`src/rtl/multicycle_main_control.sv`:
```
// Multi-cycle main control FSM for the 16-bit MIPS core: sequences fetch/decode/execute/memory/writeback.
// Optional retired-instruction counter enabled by defining CTRL_PERF_CNT_EN.
module multicycle_main_control #(
    parameter int PERF_W = 16
) (
    input  logic              clk,
    input  logic              rst,
    input  logic [3:0]        opcode,
    input  logic              zero,
    input  logic              mem_ready,
    output logic [2:0]        alu_op,
    output logic              alu_src_a,
    output logic [1:0]        alu_src_b,
    output logic [1:0]        pc_src,
    output logic              pc_write,
    output logic              ir_write,
    output logic              iord,
    output logic              mem_read,
    output logic              mem_write,
    output logic              reg_write,
    output logic              reg_dst,
    output logic              mem_to_reg,
    output logic              illegal,
    output logic [3:0]        cur_state,
    output logic [PERF_W-1:0] instr_cnt
);

    typedef enum logic [3:0] {
        S_IDLE     = 4'd0,
        S_FETCH    = 4'd1,
        S_DECODE   = 4'd2,
        S_EXEC_R   = 4'd3,
        S_WB_R     = 4'd4,
        S_EXEC_I   = 4'd5,
        S_WB_I     = 4'd6,
        S_MEM_ADDR = 4'd7,
        S_MEM_RD   = 4'd8,
        S_WB_MEM   = 4'd9,
        S_MEM_WR   = 4'd10,
        S_EXEC_BR  = 4'd11,
        S_JUMP     = 4'd12,
        S_TRAP     = 4'd15
    } state_t;

    localparam logic [3:0] OP_R    = 4'd0;
    localparam logic [3:0] OP_ADDI = 4'd1;
    localparam logic [3:0] OP_ANDI = 4'd2;
    localparam logic [3:0] OP_ORI  = 4'd3;
    localparam logic [3:0] OP_NORI = 4'd4;
    localparam logic [3:0] OP_BEQ  = 4'd5;
    localparam logic [3:0] OP_BNE  = 4'd6;
    localparam logic [3:0] OP_SLTI = 4'd7;
    localparam logic [3:0] OP_LW   = 4'd8;
    localparam logic [3:0] OP_SW   = 4'd9;
    localparam logic [3:0] OP_J    = 4'd10;

    state_t state_q, state_d;

    always_comb begin
        state_d = state_q;
        unique case (state_q)
            S_IDLE:     state_d = S_FETCH;
            S_FETCH:    if (mem_ready) state_d = S_DECODE;
            S_DECODE: begin
                unique case (opcode)
                    OP_R:                                        state_d = S_EXEC_R;
                    OP_ADDI, OP_ANDI, OP_ORI, OP_NORI, OP_SLTI:  state_d = S_EXEC_I;
                    OP_LW, OP_SW:                                state_d = S_MEM_ADDR;
                    OP_BEQ, OP_BNE:                              state_d = S_EXEC_BR;
                    OP_J:                                        state_d = S_JUMP;
                    default:                                     state_d = S_TRAP;
                endcase
            end
            S_EXEC_R:   state_d = S_WB_R;
            S_WB_R:     state_d = S_FETCH;
            S_EXEC_I:   state_d = S_WB_I;
            S_WB_I:     state_d = S_FETCH;
            S_MEM_ADDR: state_d = (opcode == OP_SW) ? S_MEM_WR : S_MEM_RD;
            S_MEM_RD:   if (mem_ready) state_d = S_WB_MEM;
            S_WB_MEM:   state_d = S_FETCH;
            S_MEM_WR:   if (mem_ready) state_d = S_FETCH;
            S_EXEC_BR:  state_d = S_FETCH;
            S_JUMP:     state_d = S_FETCH;
            S_TRAP:     state_d = S_TRAP;
            default:    state_d = S_IDLE;
        endcase
    end

    always_ff @(posedge clk or posedge rst) begin
        if (rst) state_q <= S_IDLE;
        else     state_q <= state_d;
    end

    // Moore decode of the state register; only the fetch/branch PC and IR strobes look at inputs.
    always_comb begin
        alu_op     = 3'b000;
        alu_src_a  = 1'b0;
        alu_src_b  = 2'b00;
        pc_src     = 2'b00;
        pc_write   = 1'b0;
        ir_write   = 1'b0;
        iord       = 1'b0;
        mem_read   = 1'b0;
        mem_write  = 1'b0;
        reg_write  = 1'b0;
        reg_dst    = 1'b0;
        mem_to_reg = 1'b0;
        illegal    = 1'b0;
        unique case (state_q)
            S_FETCH: begin
                mem_read  = 1'b1;
                alu_src_b = 2'b01;
                ir_write  = mem_ready;
                pc_write  = mem_ready;
            end
            S_DECODE:   alu_src_b = 2'b11;
            S_EXEC_R: begin
                alu_src_a = 1'b1;
                alu_op    = 3'b100;
            end
            S_WB_R: begin
                reg_dst   = 1'b1;
                reg_write = 1'b1;
            end
            S_EXEC_I: begin
                alu_src_a = 1'b1;
                alu_src_b = 2'b10;
                unique case (opcode)
                    OP_ADDI: alu_op = 3'b110;
                    OP_ANDI: alu_op = 3'b011;
                    OP_ORI:  alu_op = 3'b111;
                    OP_NORI: alu_op = 3'b001;
                    OP_SLTI: alu_op = 3'b101;
                    default: alu_op = 3'b000;
                endcase
            end
            S_WB_I:     reg_write = 1'b1;
            S_MEM_ADDR: begin
                alu_src_a = 1'b1;
                alu_src_b = 2'b10;
            end
            S_MEM_RD: begin
                mem_read = 1'b1;
                iord     = 1'b1;
            end
            S_WB_MEM: begin
                reg_write  = 1'b1;
                mem_to_reg = 1'b1;
            end
            S_MEM_WR: begin
                mem_write = 1'b1;
                iord      = 1'b1;
            end
            S_EXEC_BR: begin
                alu_src_a = 1'b1;
                alu_op    = 3'b010;
                pc_src    = 2'b01;
                pc_write  = ((opcode == OP_BEQ) & zero) | ((opcode == OP_BNE) & ~zero);
            end
            S_JUMP: begin
                pc_src   = 2'b10;
                pc_write = 1'b1;
            end
            S_TRAP:     illegal = 1'b1;
            default: ;
        endcase
    end

    assign cur_state = state_q;

`ifdef CTRL_PERF_CNT_EN
    logic [PERF_W-1:0] cnt_q, cnt_d;
    logic              retire;

    always_comb begin
        retire = (state_d == S_FETCH) &&
                 (state_q inside {S_WB_R, S_WB_I, S_WB_MEM, S_MEM_WR, S_EXEC_BR, S_JUMP});
        cnt_d  = cnt_q + PERF_W'(retire);
    end

    always_ff @(posedge clk or posedge rst) begin
        if (rst) cnt_q <= '0;
        else     cnt_q <= cnt_d;
    end

    assign instr_cnt = cnt_q;
`else
    assign instr_cnt = '0;
`endif

endmodule

```
`config.mk`:
```
export PLATFORM = sky130hd
export DESIGN_NAME = multicycle_main_control
export DESIGN_NICKNAME = d
export VERILOG_FILES = /design/src/rtl/multicycle_main_control.sv
export SDC_FILE = /design/constraint.sdc
export NUM_CORES = 1
export LEC_CHECK = 0
export ABC_CLOCK_PERIOD_IN_PS = 2000
export BUFFER_PORTS_ARGS = -buffer_cell sky130_fd_sc_hd__buf_2
export CORE_MARGIN = 4
export CORE_UTILIZATION = 43
export DETAILED_ROUTE_END_ITERATION = 10
export PLACE_DENSITY = 0.75
export SLEW_MARGIN = 15
export SYNTH_ARGS = -nofsm -noshare
export SYNTH_HDL_FRONTEND = slang
export SYNTH_SLANG_ARGS = --single-unit
```
`constraint.sdc`:
```
create_clock -name clk -period 2 [get_ports clk]
set_clock_uncertainty 0.1 [all_clocks]
set_input_delay 0.6 -clock clk [delete_from_list [all_inputs] [get_ports clk]]
set_output_delay 0.6 -clock clk [all_outputs]
set_load 0.05 [all_outputs]
```
==> results of run 1 <==
[through the flow]
step	setup WS [ns]	std cells	setup TNS, ns
floorplan	-0.3331	127	-2.211
global placement	-0.4635	186	-1.648
detailed placement	-0.4894	186	-1.787
CTS	-0.2363	200	-1.375
[kinds of logic after synthesis]
group | count (synthesis) | synth area share
other | 1 | 0.004742
XOR/XNOR | 1 | 0.01108
AO/OA/AOI/OAI | 27 | 0.2326
buffers and inverters | 31 | 0.2437
adder cells (fa/ha/maj) | 5 | 0.07911
multiplexers | 2 | 0.02532
flip-flops | 4 | 0.1266
AND/OR/NAND/NOR | 41 | 0.2769
[cells in the mapped netlist (all sizes together) (2+ instances only)]
library cell / number
a21boi: 2
a21oi: 4
buf: 24
dfrtp: 4
ha: 5
inv: 7
mux2i: 2
nand2: 7
nand2b: 5
nand3b: 2
nor2: 12
nor2b: 5
nor3: 7
o211ai: 3
o21ai: 9
[what timing repair did]
| action | 4_1_cts |
|---|---|
| setup endpoints to repair | 17 |
| pin swaps | 16 |
| buffers inserted | 12 |
| resized for setup | 87 |
==> results.md, run 1 <==
| Stage | Result | This run |
|:---|:---|:---|
| run status | Status | aborted with a tool error |
| run status | Step where the flow halted | 5_1_grt |
| run status | Error that stopped the run | [ERROR DPL-0038] Utilization greater than 100%, impossible to legalize |
| clock tree | CTS HTree Levels | 1 |
| place | Number of buffer cells added on primary ports | 28 |
| floorplanning | Starting density of the core | 0.4580 |
| synth | Share of Yosys cell area claimed by the top area cell type | 0.1519 |
| clock tree | Buffer depth of the longest clock path | 2 |
| clock tree | Hold bufs inserted after CTS | 0 |
| grt | Maximum number of pins on one net before global-route repair | 10 |
| synth | Sequential share of the synthesized area | 0.1266 |
| timing | Worst EP Category | output port |
| clock tree | Root Buffer Master | sky130_fd_sc_hd__clkbuf_4 |
| place | Instance area at placement | 1254 um2 |
| synth | Number of enable flip-flop cells after synthesis | 0 |
| synth | Library cells used by synthesis | 35 |
| clock tree | Number of clock sinks | 4 |
| synth | Cell type with the largest total area after synthesis | sky130_fd_sc_hd__buf_4 |
| synth | Flip-flop and latch count after synthesis | 4 |
| synth | Synthesis warning total | 0 |
| synth | Top post-synthesis cells by area | sky130_fd_sc_hd__buf_4 (15%), sky130_fd_sc_hd__dfrtp_1 (13%), sky130_fd_sc_hd__ha_1 (7.9%), sky130_fd_sc_hd__nor2_1 (5.7%), sky130_fd_sc_hd__buf_2 (4.4%) |
| timing | Worst setup endpoint after the global-route repair_timing | alu_op[1] |
| synth | Top FF cell, synth | sky130_fd_sc_hd__dfrtp_1 |
| synth | Post-synthesis cell area | 790.8 um2 |
| floorplanning | Die Y | 50.89 um |
| floorplanning | Count of standard-cell rows | 15 |
| place | Detailed placer's ending HPWL | 1957 um |
| synth | Share of async-settable or async-resettable flops after synthesis | 1.000 |
| place | Last weighted congestion value of the routability-driven placer | 0.9396 |
| floorplanning | Die width | 50.89 um |
| synth | Average cell area after synthesis | 7.060 um2 |
| floorplanning | Total I/O pin count | 45 |
| clock tree | Number of clock buffers inserted by TritonCTS | 3 |
| synth | Number of cells produced by synthesis | 112 |
==> inputs of run 2 (changes only) <==
--- a/config.mk
+++ b/config.mk
@@ -7,10 +7,10 @@
 export LEC_CHECK = 0
 export ABC_CLOCK_PERIOD_IN_PS = 2000
 export BUFFER_PORTS_ARGS = -buffer_cell sky130_fd_sc_hd__buf_2
-export CORE_MARGIN = 4
-export CORE_UTILIZATION = 43
+export CORE_AREA = 4 4 65 67
 export DETAILED_ROUTE_END_ITERATION = 10
-export PLACE_DENSITY = 0.75
+export DIE_AREA = 0 0 69 71
+export PLACE_DENSITY_LB_ADDON = 0.15
 export SLEW_MARGIN = 15
 export SYNTH_ARGS = -nofsm -noshare
 export SYNTH_HDL_FRONTEND = slang
==> run 2 against run 1 <==
The flow now finishes, with violations (setup timing). Area after synthesis unchanged. Synthesized cell count unchanged.
==> results.md, run 2 <==
| Stage | Result | This run | Delta |
|:---|:---|:---|:---|
| run status | Status | complete, but fails checks |  |
| run status | Violations in the final reports | setup timing |  |
| floorplanning | Die Y | 71 um | +40% |
| cells and area | Footprint of the flip-flops and latches | 105.1 um2 |  |
| synth | Library cells used by synthesis | 35 | unchanged |
| power and ir drop | Leakage | 0.0008298 uW |  |
| route | Avg Vias per Cell | 4.388 |  |
| cells and area | # nets final | 199 |  |
| clock tree | Number of clock sinks | 4 | unchanged |
| grt | Maximum number of pins on one net before global-route repair | 10 |  |
| floorplanning | Total I/O pin count | 45 | unchanged |
| synth | Most numerous cell in the Yosys netlist | sky130_fd_sc_hd__buf_4 |  |
| worst setup path | Startpoint of the lowest-slack register-to-register path | cur_state[1] |  |
| cells and area | Max reg flops | 4 |  |
| route | Routed via count | 1018 |  |
| grt | Via count of the first global-routing pass | 1076 |  |
| job | # Max-Cap Violations | 0 |  |
| synth | Share of Yosys cell area claimed by the top area cell type | 0.1519 | unchanged |
| route | Total iterations of the first detailed-routing run | 5 |  |
| timing | Worst-case setup margin in the final layout | -0.2654 ns |  |
| synth | Number of enable flip-flop cells after synthesis | 0 | unchanged |
| timing | Max frequency | 0.4414 GHz |  |
| route | Wire length reported by the detailed router | 2987 um |  |
| power and ir drop | Post-route total power | 2956 uW |  |
| cells and area | Number of fill cells in the layout | 354 |  |
| floorplanning | Starting density of the core | 0.2176 | -0.2403 |
| clock tree | CTS HTree Levels | 1 | unchanged |
| worst setup path | Crit Reg-Reg Endpoint | cur_state[1] |  |
| synth | Most used standard cells in the synthesized netlist | sky130_fd_sc_hd__buf_4 (16), sky130_fd_sc_hd__nor2_1 (12), sky130_fd_sc_hd__buf_2 (7), sky130_fd_sc_hd__nor3_1 (7), sky130_fd_sc_hd__nand2_1 (6) |  |
| worst setup path | Worst setup path startpoint | opcode[0] |  |
| timing | Setup repair after global routing missed its margin | yes |  |
| place | Instance area at placement | 1318 um2 | +5.1% |
| cells and area | Synthesis-to-finish area growth | 128.8% |  |
| worst setup path | Path type of the worst setup path | in -> out |  |
| timing | Endpoints failing setup | 9 |  |
| power and ir drop | Pwr per Cell Area | 1634 nW/um2 |  |
| clock tree | Reg clk slew, reported paths | 0.03 ns |  |
| grt | Total Routing Usage GR | 0.1185 |  |
| worst setup path | Number of cells on the worst reg-to-reg path | 7 |  |
| worst setup path | Worst setup endpoint | pc_write |  |
| hold path | Class of the tightest hold or removal check | in -> async |  |
| synth | Flip-flop and latch count after synthesis | 4 | unchanged |
| clock tree | TritonCTS clock tree | built |  |
| floorplanning | Die Area | 4899 um2 |  |
| clock tree | Clock latency on the worst-skew pair | 0.22 ns |  |
| timing | Post-layout minimum cycle time | 2.265 ns |  |
| power and ir drop | IR Drop Worst-Case VDD | 0.8059 mV |  |
| route | Post-route antenna net violation count | 0 |  |
| clock tree | Buffer depth of the longest clock path | 2 | unchanged |
| route | Detail-routed net length per standard cell | 12.88 um |  |
| synth | Top post-synthesis cells by area | sky130_fd_sc_hd__buf_4 (15%), sky130_fd_sc_hd__dfrtp_1 (13%), sky130_fd_sc_hd__ha_1 (7.9%), sky130_fd_sc_hd__nor2_1 (5.7%), sky130_fd_sc_hd__buf_2 (4.4%) |  |
| synth | Average cell area after synthesis | 7.060 um2 | unchanged |
| worst setup path | Capturing element type of the critical path | output port |  |
| synth | Top FF cell, synth | sky130_fd_sc_hd__dfrtp_1 |  |
| synth | Synthesis warning total | 0 | unchanged |
| place | Last weighted congestion value of the routability-driven placer | 0.7743 | -18% |
| floorplanning | Die width | 69 um | +36% |
| floorplanning | Core Region | 3633 um2 |  |
| place | Number of buffer cells added on primary ports | 28 | unchanged |
| place | Detailed placer's ending HPWL | 2181 um | +11% |
| timing | Final hold violations | 0 |  |
| cells and area | Highest-count cells in the layout ignoring fill and taps | sky130_fd_sc_hd__buf_4 (40), sky130_fd_sc_hd__buf_6 (22), sky130_fd_sc_hd__conb_1 (16) |  |
| cells and area | Share of post-route cells with drive strength above 1 | 0.6902 |  |
| cells and area | Commonest non-fill, non-tap cell in the layout | sky130_fd_sc_hd__buf_4 |  |
| clock tree | Root Buffer Master | sky130_fd_sc_hd__clkbuf_8 |  |
| cells and area | Inserted Diodes | 0 |  |
| synth | Sequential share of the synthesized area | 0.1266 | unchanged |
| synth | Share of async-settable or async-resettable flops after synthesis | 1.000 | unchanged |
| place | Pre-CTS WS | -0.5501 ns | -0.06069 ns |
| grt | Global route total overflow | 0 |  |
| route | DRC violations left | 0 |  |
| timing | Slew Viols, Final | 0 |  |
| synth | Post-synthesis cell area | 790.8 um2 | unchanged |
| synth | Cell type with the largest total area after synthesis | sky130_fd_sc_hd__buf_4 |  |
| route | Initial drt markers | 13 |  |
| worst setup path | Critical path launch point type | input pin |  |
| cells and area | Non-Filler Instances | 232 |  |
| worst setup path | Register-to-register setup slack | 0.45 ns |  |
| floorplanning | Count of standard-cell rows | 22 | +7 |
| worst setup path | Data arrival at the endpoint of the critical path | 1.57 ns |  |
| worst setup path | Largest driver fanout on the critical path | 4 |  |
| worst setup path | Worst path required time | 1.30 ns |  |
| clock tree | Number of clock buffers inserted by TritonCTS | 3 | unchanged |
| cells and area | Final Instance Area | 1809 um2 |  |
| timing | Post-route fraction of the period consumed by the critical path | 1.133 |  |
| place | Number of cells after detailed placement | 212 | +14% |
| grt | Number of antenna violations at the first check in global routing | 0 |  |
| grt | Global-route wire length before repair | 4774 um |  |
| cells and area | Combined area of the multi-input logic cells | 845.8 um2 |  |
| synth | Number of cells produced by synthesis | 112 | unchanged |
[run 2: cell counts after synthesis]
No cell type changed its count.
[run 2: how the worst min path moves through the flow]
stage	start	end	slack, ns	cells past startpoint
after floorplan	rst	cur_state[0]	0.27	1
after global placement	rst	cur_state[0]	0.38	2
after detailed placement	rst	cur_state[0]	0.38	2
after CTS	rst	cur_state[1]	0.15	2
after global routing	rst	cur_state[1]	0.17	2
final	rst	cur_state[1]	0.15	2
[run 2: logic make-up after synthesis]
kind of cell,Yosys count,synth area share
mux,2,0.02532
fa+ha+maj,5,0.07911
simple gates,41,0.2769
compound gates,27,0.2326
other cells,1,0.004742
flops,4,0.1266
buf+inv,31,0.2437
xor+xnor,1,0.01108
[run 2: worst max-delay path, stage by stage]
cell and delay [ns]:
sky130_fd_sc_hd__buf_12 0.11, sky130_fd_sc_hd__inv_4 0.06, sky130_fd_sc_hd__ha_4 0.14, sky130_fd_sc_hd__mux2i_1 0.07
sky130_fd_sc_hd__nor3_1 0.22, sky130_fd_sc_hd__o21ai_1 0.14, sky130_fd_sc_hd__nand2b_4 0.10, sky130_fd_sc_hd__buf_8 0.14
[run 2: report_power, final]
part           switching [uW]  internal (uW)
registers                47.1            128
clock network            43.7            128
logic                    1470           1140
total                    1560           1400
[run 2: metal layers]
metal,track usage,part of all wire
met1,0.1232,0.38
met2,0.2246,0.54
met3,0.02557,0.055
met4,0.05640,0.019
met5,0,0
[run 2: timing repair]
action | CTS | global route
hold buffers | 0 | 0
setup endpoints to repair | 17 | 15
pin swaps | 13 | 8
buffers inserted | 12 | 5
resized for setup | 77 | 11
[run 2: layout make-up]
type / instances / share of cell area
clock buffer: 3 / 0.02282
sequential: 4 / 0.05809
multi-input combinational: 92 / 0.4675
timing repair buffer: 78 / 0.3942
tap: 48 / 0.03319
inverter: 7 / 0.02420
[run 2: through the flow]
stage | hold slack, ns | setup TNS (ns) | util
after floorplan | 0.2661 | -2.211 | -
after global placement | 0.3771 | -1.789 | 0.3626
after detailed placement | 0.3850 | -1.870 | 0.3626
after CTS | 0.1522 | -1.150 | 0.4745
after global routing | 0.1683 | -1.711 | 0.4979
final | 0.1550 | -1.075 | 0.4979
(Power assumes the default switching activity.)
==> inputs of run 3 (changes only) <==
--- a/config.mk
+++ b/config.mk
@@ -6,10 +6,10 @@
 export NUM_CORES = 1
 export LEC_CHECK = 0
 export ABC_CLOCK_PERIOD_IN_PS = 2000
-export BUFFER_PORTS_ARGS = -buffer_cell sky130_fd_sc_hd__buf_2
 export CORE_AREA = 4 4 65 67
 export DETAILED_ROUTE_END_ITERATION = 10
 export DIE_AREA = 0 0 69 71
+export DONT_BUFFER_PORTS = 1
 export PLACE_DENSITY_LB_ADDON = 0.15
 export SLEW_MARGIN = 15
 export SYNTH_ARGS = -nofsm -noshare
==> run 3 against run 2 <==
The flow still finishes with violations (setup timing). Register-to-register slack improved by 0.09 ns. First-iteration DRC count down 7.7%. Worst hold slack worse by 0.10 ns. Cell area fell by 10%. Combinational power down 5%. Flip-flop and latch count is the same. Largest cell class unchanged.
==> results.md, run 3 (synthesis results as in run 2) <==
| Stage | Result | This run | Delta |
|:---|:---|:---|:---|
| route | Avg Vias per Cell | 4.384 | about the same |
| clock tree | Number of clock sinks | 4 | unchanged |
| route | Routed via count | 868 | -15% |
| worst setup path | Largest driver fanout on the critical path | 4 | unchanged |
| floorplanning | Core Region | 3633 um2 | unchanged |
| timing | Post-layout minimum cycle time | 2.131 ns | -0.1344 ns |
| place | Last weighted congestion value of the routability-driven placer | 0.8446 | +9.1% |
| clock tree | Clock latency on the worst-skew pair | 0.21 ns | about the same |
| hold path | Class of the tightest hold or removal check | in -> async |  |
| worst setup path | Family with the most delay on the worst path | flip-flops |  |
| route | Detail-routed net length per standard cell | 13.11 um | +1.8% |
| power and ir drop | Pwr per Cell Area | 1742 nW/um2 | +6.6% |
| timing | Setup repair after global routing missed its margin | yes |  |
| grt | Global-route wire length before repair | 4050 um | -15% |
| power and ir drop | IR Drop Worst-Case VDD | 0.7013 mV | -13% |
| route | Post-route antenna net violation count | 0 | unchanged |
| clock tree | Buffer depth of the longest clock path | 2 | unchanged |
| power and ir drop | Leakage | 0.0006563 uW | -21% |
| timing | Max frequency | 0.4693 GHz | +6.3% |
| grt | Global route total overflow | 0 | unchanged |
| floorplanning | Total I/O pin count | 45 | unchanged |
| job | # Max-Cap Violations | 0 | unchanged |
| run status | Violations in the final reports | setup timing |  |
| worst setup path | Crit path buffers/inverters | 1 | -2 |
| floorplanning | Starting density of the core | 0.2176 | unchanged |
| grt | Via count of the first global-routing pass | 861 | -20% |
| cells and area | Max reg flops | 4 | unchanged |
| worst setup path | Master of the slowest instance on the critical path | sky130_fd_sc_hd__dfrtp_2 |  |
| clock tree | Reg clk slew, reported paths | 0.03 ns | about the same |
| clock tree | CTS HTree Levels | 1 | unchanged |
| route | Total iterations of the first detailed-routing run | 4 | -1 |
| cells and area | # nets final | 165 | -17% |
| route | DRC violations left | 0 | unchanged |
| worst setup path | Capturing element type of the critical path | output port |  |
| clock tree | Number of clock buffers inserted by TritonCTS | 3 | unchanged |
| timing | Final hold violations | 0 | unchanged |
| cells and area | Highest-count cells in the layout ignoring fill and taps | sky130_fd_sc_hd__buf_4 (19), sky130_fd_sc_hd__conb_1 (16), sky130_fd_sc_hd__buf_12 (12), sky130_fd_sc_hd__buf_6 (12), sky130_fd_sc_hd__nor2_4 (7) |  |
| cells and area | Inserted Diodes | 0 | unchanged |
| timing | Endpoints failing setup | 10 | +1 |
| cells and area | Share of post-route cells with drive strength above 1 | 0.6333 | -0.05688 |
| cells and area | Synthesis-to-finish area growth | 105.2% |  |
| floorplanning | Die Area | 4899 um2 | unchanged |
| grt | Number of antenna violations at the first check in global routing | 0 | unchanged |
| worst setup path | Worst path required time | 1.30 ns | about the same |
| worst setup path | Data arrival at the endpoint of the critical path | 1.43 ns | -0.14 ns |
| run status | Status | complete, but fails checks |  |
| worst setup path | Critical path launch point type | flop |  |
| place | Pre-CTS WS | -0.2762 ns | +0.2739 ns |
| timing | Worst-case setup margin in the final layout | -0.1310 ns | +0.1344 ns |
| timing | Slew Viols, Final | 0 | unchanged |
| floorplanning | Die width | 69 um | unchanged |
| clock tree | TritonCTS clock tree | built |  |
| timing | Post-route fraction of the period consumed by the critical path | 1.065 | -0.06719 |
| timing | Setup_tns | -0.6729 ns | +0.4017 ns |
| cells and area | Commonest non-fill, non-tap cell in the layout | sky130_fd_sc_hd__buf_4 |  |
| grt | Total Routing Usage GR | 0.09635 | -0.02213 |
| clock tree | Root Buffer Master | sky130_fd_sc_hd__clkbuf_8 |  |
| route | Initial drt markers | 12 | -1 |
| worst setup path | CP cell instances | nor2_2 > nand4b_1 > o32ai_4 > buf_12 |  |
| place | Detailed placer's ending HPWL | 2094 um | -4.0% |
| place | Number of buffer cells added on primary ports | 0 | -100% |
| worst setup path | Maximum single-stage delay on the critical path | 0.43 ns | +0.21 ns |
| route | Wire length reported by the detailed router | 2596 um | -13% |
| worst setup path | Path type of the worst setup path | reg -> out |  |
| place | Number of cells after detailed placement | 189 | -11% |
| floorplanning | Die Y | 71 um | unchanged |
| floorplanning | Count of standard-cell rows | 22 | unchanged |
| grt | Maximum number of pins on one net before global-route repair | 14 | +4 |
| cells and area | Non-Filler Instances | 198 | -15% |
[run 3: cell types whose count changed in the layout (fill, tap and decap cells not counted), moves of 3 or more]
cell,delta
sky130_fd_sc_hd__buf_4,-21
sky130_fd_sc_hd__buf_6,-10
sky130_fd_sc_hd__buf_12,+9
sky130_fd_sc_hd__buf_2,-9
sky130_fd_sc_hd__buf_8,-3
sky130_fd_sc_hd__nor3_1,-3
sky130_fd_sc_hd__nor3_2,+3
[run 3: worst paths after layout]
kind / to / from / slack, ns / depth (start not counted)
max: alu_op[1] / cur_state[1] / -0.13 / 4
min reg2reg: cur_state[0] / cur_state[2] / 0.63 / 2
max reg2reg: cur_state[0] / cur_state[1] / 0.54 / 6
min in group clk: cur_state[2] / opcode[3] / 0.48 / 2
max in group asynchronous: cur_state[1] / rst / 1.59 / 1
min: cur_state[3] / rst / 0.05 / 1
[run 3: power breakdown]
group / switching, uW / total [uW] / leakage, uW / internal [uW]
Sequential: 68.5 / 197 / 0.0000451 / 129
Combinational: 1400 / 2470 / 0.000590 / 1070
Clock: 33.9 / 161 / 0.0000216 / 128
[run 3: layer usage]
| layer | track usage | up-vias | share of wire |
|---|---|---|---|
| li1 | - | 432 | - |
| met1 | 0.1189 | 410 | 0.42 |
| met2 | 0.1822 | 26 | 0.54 |
| met3 | 0.01136 | 0 | 0.048 |
| met4 | 0.01302 | 0 | 0 |
| met5 | 0 | - | 0 |
[run 3: through the flow]
stage | hold WS (ns) | cell area, um2 | util | total power (uW)
4_1_cts | 0.05278 | 1523 | 0.4191 | 2662
3_5_place_dp | 0.2772 | 1353 | 0.3722 | 2343
6_report | 0.05474 | 1623 | 0.4466 | 2827
3_3_place_gp | 0.2724 | 1353 | 0.3722 | 2336
2_1_floorplan | 0.2661 | 1057 | - | 1673
5_1_grt | 0.05674 | 1623 | 0.4466 | 2977
[run 3: layout make-up]
type                    instances  area (um2)
multi-input cells              92       844.6
clock buffers                   3       41.29
flip-flops and latches          4       105.1
repair buffers                 44       533.0
well taps                      48       60.06
inverters                       7       38.79
fillers                       384        2011
[run 3: repair_timing]
item,in CTS,in global routing
endpoints found under the setup margin,16,14
setup buffers,4,3
hold buffers,0,0
gates resized for setup,26,20
gates cloned,0,0
pin swaps,10,5
==> inputs of run 4 (changes only) <==
--- a/config.mk
+++ b/config.mk
@@ -5,7 +5,8 @@
 export SDC_FILE = /design/constraint.sdc
 export NUM_CORES = 1
 export LEC_CHECK = 0
-export ABC_CLOCK_PERIOD_IN_PS = 2000
+export ABC_AREA = 1
+export ABC_CLOCK_PERIOD_IN_PS = 1900
 export CORE_AREA = 4 4 65 67
 export DETAILED_ROUTE_END_ITERATION = 10
 export DIE_AREA = 0 0 69 71
==> constraint.sdc (replaced) <==
create_clock -name clk -period 1.9 [get_ports clk]
set_clock_uncertainty 0.1 [all_clocks]
set_input_delay 0.57 -clock clk [delete_from_list [all_inputs] [get_ports clk]]
set_output_delay 0.57 -clock clk [all_outputs]
set_load 0.05 [all_outputs]
==> run 4 against run 3 <==
The flow still finishes with violations (setup timing). Utilization is 3.4 points lower. Count of clock-buffer cells in the layout stayed put. Critical path type unchanged. Cell area is 7.6% lower. Largest cell class unchanged. First-iteration DRC count grew to 3.3 times the previous value. Routed wire length is 6.3% lower. Worst hold slack worse by 0.032 ns. Final cell count is 12% higher. Synthesized cell count is 13% higher. Critical path depth is 2 higher.
==> results.md, run 4 <==
| Stage | Result | This run | Delta |
|:---|:---|:---|:---|
| route | Total iterations of the first detailed-routing run | 4 | unchanged |
| route | DRC violations left | 0 | unchanged |
| worst setup path | CP cell instances | buf_6 > nor2_4 > buf_4 > a21oi_2 > nand3b_1 > buf_12 |  |
| route | Post-route antenna net violation count | 0 | unchanged |
| worst setup path | Data arrival at the endpoint of the critical path | 1.42 ns | about the same |
| clock tree | Buffer depth of the longest clock path | 2 | unchanged |
| grt | Global-route wire length before repair | 3857 um | -4.8% |
| clock tree | Number of clock buffers inserted by TritonCTS | 3 | unchanged |
| place | Last weighted congestion value of the routability-driven placer | 0.8409 | -0.44% |
| clock tree | Clock latency on the worst-skew pair | 0.21 ns | about the same |
| power and ir drop | Share of power burned in combinational logic | 0.858 | -0.015 |
| power and ir drop | Part of the power in the clock network | 0.061 | +0.004 |
| power and ir drop | Internal Pwr Total | 1266 uW | -4.6% |
| cells and area | Max reg flops | 4 | unchanged |
| cells and area | Inserted Diodes | 0 | unchanged |
| floorplanning | Core Region | 3633 um2 | unchanged |
| worst setup path | Worst setup path startpoint | cur_state[3] |  |
| power and ir drop | Sw Share | 0.5581 | +0.02727 |
| run status | Status | complete, but fails checks |  |
| job | # Max-Cap Violations | 0 | unchanged |
| timing | Setup_tns | -1.573 ns | -0.8998 ns |
| cells and area | Synthesis-to-finish area growth | 97.36% |  |
| timing | Max frequency | 0.4791 GHz |  |
| synth | Sequential share of the synthesized area | 0.1318 | +0.005213 |
| worst setup path | Critical path launch point type | flop |  |
| cells and area | Share of post-route cells with drive strength above 1 | 0.5862 | -0.04713 |
| synth | Number of cells produced by synthesis | 127 | +13% |
| route | Avg Vias per Cell | 4.032 | -8.0% |
| worst setup path | Register-to-register setup slack | 0.13 ns | -0.41 ns |
| cells and area | Highest-count cells in the layout ignoring fill and taps | sky130_fd_sc_hd__buf_4 (26), sky130_fd_sc_hd__nand2_1 (19), sky130_fd_sc_hd__conb_1 (16) |  |
| cells and area | # nets final | 189 | +15% |
| synth | Most used standard cells in the synthesized netlist | sky130_fd_sc_hd__nand2_1 (29), sky130_fd_sc_hd__buf_4 (16), sky130_fd_sc_hd__inv_1 (14) |  |
| place | Detailed placer's ending HPWL | 1917 um | -8.5% |
| synth | Synthesis warning total | 0 | unchanged |
| floorplanning | Die Y | 71 um | unchanged |
| worst setup path | Maximum single-stage delay on the critical path | 0.44 ns | about the same |
| timing | Worst-case setup margin in the final layout | -0.1873 ns | -0.05630 ns |
| route | Initial drt markers | 39 | +27 |
| clock tree | Hold bufs inserted after CTS | 0 | unchanged |
| floorplanning | Starting density of the core | 0.2090 | -0.008609 |
| worst setup path | Family with the most delay on the worst path | flip-flops |  |
| hold path | Class of the tightest hold or removal check | in -> async |  |
| place | Number of cells after detailed placement | 206 | +9.0% |
| synth | Share of async-settable or async-resettable flops after synthesis | 1.000 | unchanged |
| worst setup path | Worst path required time | 1.23 ns | -0.07 ns |
| timing | Slew Viols, Final | 0 | unchanged |
| floorplanning | Count of standard-cell rows | 22 | unchanged |
| run status | Violations in the final reports | setup timing |  |
| place | Number of buffer cells added on primary ports | 0 | unchanged |
| synth | Post-synthesis cell area | 759.5 um2 | -4.0% |
| power and ir drop | Leakage | 0.0007508 uW | +14% |
| power and ir drop | Post-route total power | 2864 uW | +1.3% |
| timing | Setup repair after global routing missed its margin | yes |  |
| grt | Via count of the first global-routing pass | 880 | +2.2% |
| timing | Final hold violations | 0 | unchanged |
| place | Instance area at placement | 1199 um2 | -11% |
| route | Wire length reported by the detailed router | 2433 um | -6.3% |
| synth | Number of enable flip-flop cells after synthesis | 0 | unchanged |
| grt | Total Routing Usage GR | 0.09367 | -0.002679 |
| timing | Min Hold Slack | 0.02249 ns | -0.03224 ns |
| clock tree | Root Buffer Master | sky130_fd_sc_hd__clkbuf_8 |  |
| worst setup path | Path type of the worst setup path | reg -> out |  |
| floorplanning | Total I/O pin count | 45 | unchanged |
| synth | Library cells used by synthesis | 23 | -34% |
| route | Detail-routed net length per standard cell | 10.96 um | -16% |
| worst setup path | Capturing element type of the critical path | output port |  |
| worst setup path | Crit path buffers/inverters | 3 | +2 |
| timing | Post-route fraction of the period consumed by the critical path | 1.099 |  |
| power and ir drop | IR Drop Worst-Case VDD | 0.7589 mV | +8.2% |
| power and ir drop | Pwr per Cell Area | 1911 nW/um2 | +9.7% |
| clock tree | TritonCTS clock tree | built |  |
| timing | Post-layout minimum cycle time | 2.087 ns |  |
| worst setup path | Startpoint of the lowest-slack register-to-register path | cur_state[3] |  |
| floorplanning | Die Area | 4899 um2 | unchanged |
| synth | Share of Yosys cell area claimed by the top area cell type | 0.1582 | +0.006256 |
| worst setup path | Master of the slowest instance on the critical path | sky130_fd_sc_hd__dfrtp_2 |  |
| synth | Cell type with the largest total area after synthesis | sky130_fd_sc_hd__buf_4 |  |
| power and ir drop | Sequential power share | 0.080 | +0.010 |
| cells and area | Commonest non-fill, non-tap cell in the layout | sky130_fd_sc_hd__buf_4 |  |
| grt | Maximum number of pins on one net before global-route repair | 10 | -4 |
| synth | Flip-flop and latch count after synthesis | 4 | unchanged |
| cells and area | Final Instance Area | 1499 um2 | -7.6% |
| worst setup path | Largest driver fanout on the critical path | 5 | +1 |
| synth | Most numerous cell in the Yosys netlist | sky130_fd_sc_hd__nand2_1 |  |
| floorplanning | Die width | 69 um | unchanged |
| route | Routed via count | 895 | +3.1% |
| clock tree | Number of clock sinks | 4 | unchanged |
| grt | Global route total overflow | 0 | unchanged |
| synth | Average cell area after synthesis | 5.980 um2 | -15% |
| synth | Top FF cell, synth | sky130_fd_sc_hd__dfrtp_1 |  |
| clock tree | Reg clk slew, reported paths | 0.03 ns | about the same |
| power and ir drop | Switching power of the nets | 1598 uW | +6.5% |
| timing | Endpoints failing setup | 16 | +6 |
| cells and area | Non-Filler Instances | 222 | +12% |
| grt | Number of antenna violations at the first check in global routing | 0 | unchanged |
| synth | Top post-synthesis cells by area | sky130_fd_sc_hd__buf_4 (16%), sky130_fd_sc_hd__nand2_1 (14%), sky130_fd_sc_hd__dfrtp_1 (13%), sky130_fd_sc_hd__ha_1 (8.2%), sky130_fd_sc_hd__inv_1 (6.9%) |  |
| clock tree | CTS HTree Levels | 1 | unchanged |
run 4: cell types whose count changed in the layout (fill, tap and decap cells not counted), sizes merged, moves of 5 or more:
cell / delta
inv: +15
nand2: +25
nand2b: -5
nand3: +9
nor2b: -5
nor3: -6
run 4: final cells by class:
class / count / area (um2)
Timing Repair Buffer: 46 / 503.0
Tap cell: 48 / 60.06
Sequential cell: 4 / 105.1
Inverter: 24 / 111.4
Fill cell: 384 / 2135
Multi-Input combinational cell: 97 / 678.2
Clock buffer: 3 / 41.29
run 4: kinds of logic after synthesis:
group / Yosys count / share of synthesized area
fa+ha+maj: 5 / 0.08237
simple gates: 62 / 0.3838
compound gates: 14 / 0.1153
other cells: 1 / 0.004938
flops: 4 / 0.1318
buf+inv: 41 / 0.2817
run 4: routing by layer:
metal,part of all wire,track usage,up-vias
met5,0,0,-
met4,0,0.01085,0
met3,0.075,0.03977,0
met2,0.53,0.1716,38
met1,0.39,0.1036,402
li1,-,-,455
run 4: through the flow:
step / util / setup slack (ns)
final: 0.4125 / -0.1873
after global routing: 0.4125 / -0.2538
after CTS: 0.3902 / -0.1834
after detailed placement: 0.3299 / -0.2430
after global placement: 0.3299 / -0.2071
after floorplan: - / -0.3907
run 4: worst paths after layout:
| check | to | cells after the start |
|---|---|---|
| min in group clk | cur_state[2] | 2 |
| setup / recovery | alu_src_a | 6 |
| max in group asynchronous | cur_state[3] | 1 |
| hold reg to reg | cur_state[3] | 3 |
| hold / removal | cur_state[1] | 1 |
| setup reg to reg | cur_state[0] | 12 |
run 4: power groups by stage:
stage / clock network, uW / registers (uW) / logic [uW]
2_1_floorplan: 0 / 351 / 1160
3_3_place_gp: 0 / 226 / 2010
3_5_place_dp: 0 / 227 / 2010
4_1_cts: 180 / 227 / 2300
5_1_grt: 188 / 235 / 2600
6_report: 176 / 230 / 2460
run 4: timing repair:
action                     4_1_cts  5_1_grt
gates resized for setup         32       16
pin swaps                        7        3
setup endpoints to repair       16       17
setup buffers                    9        4
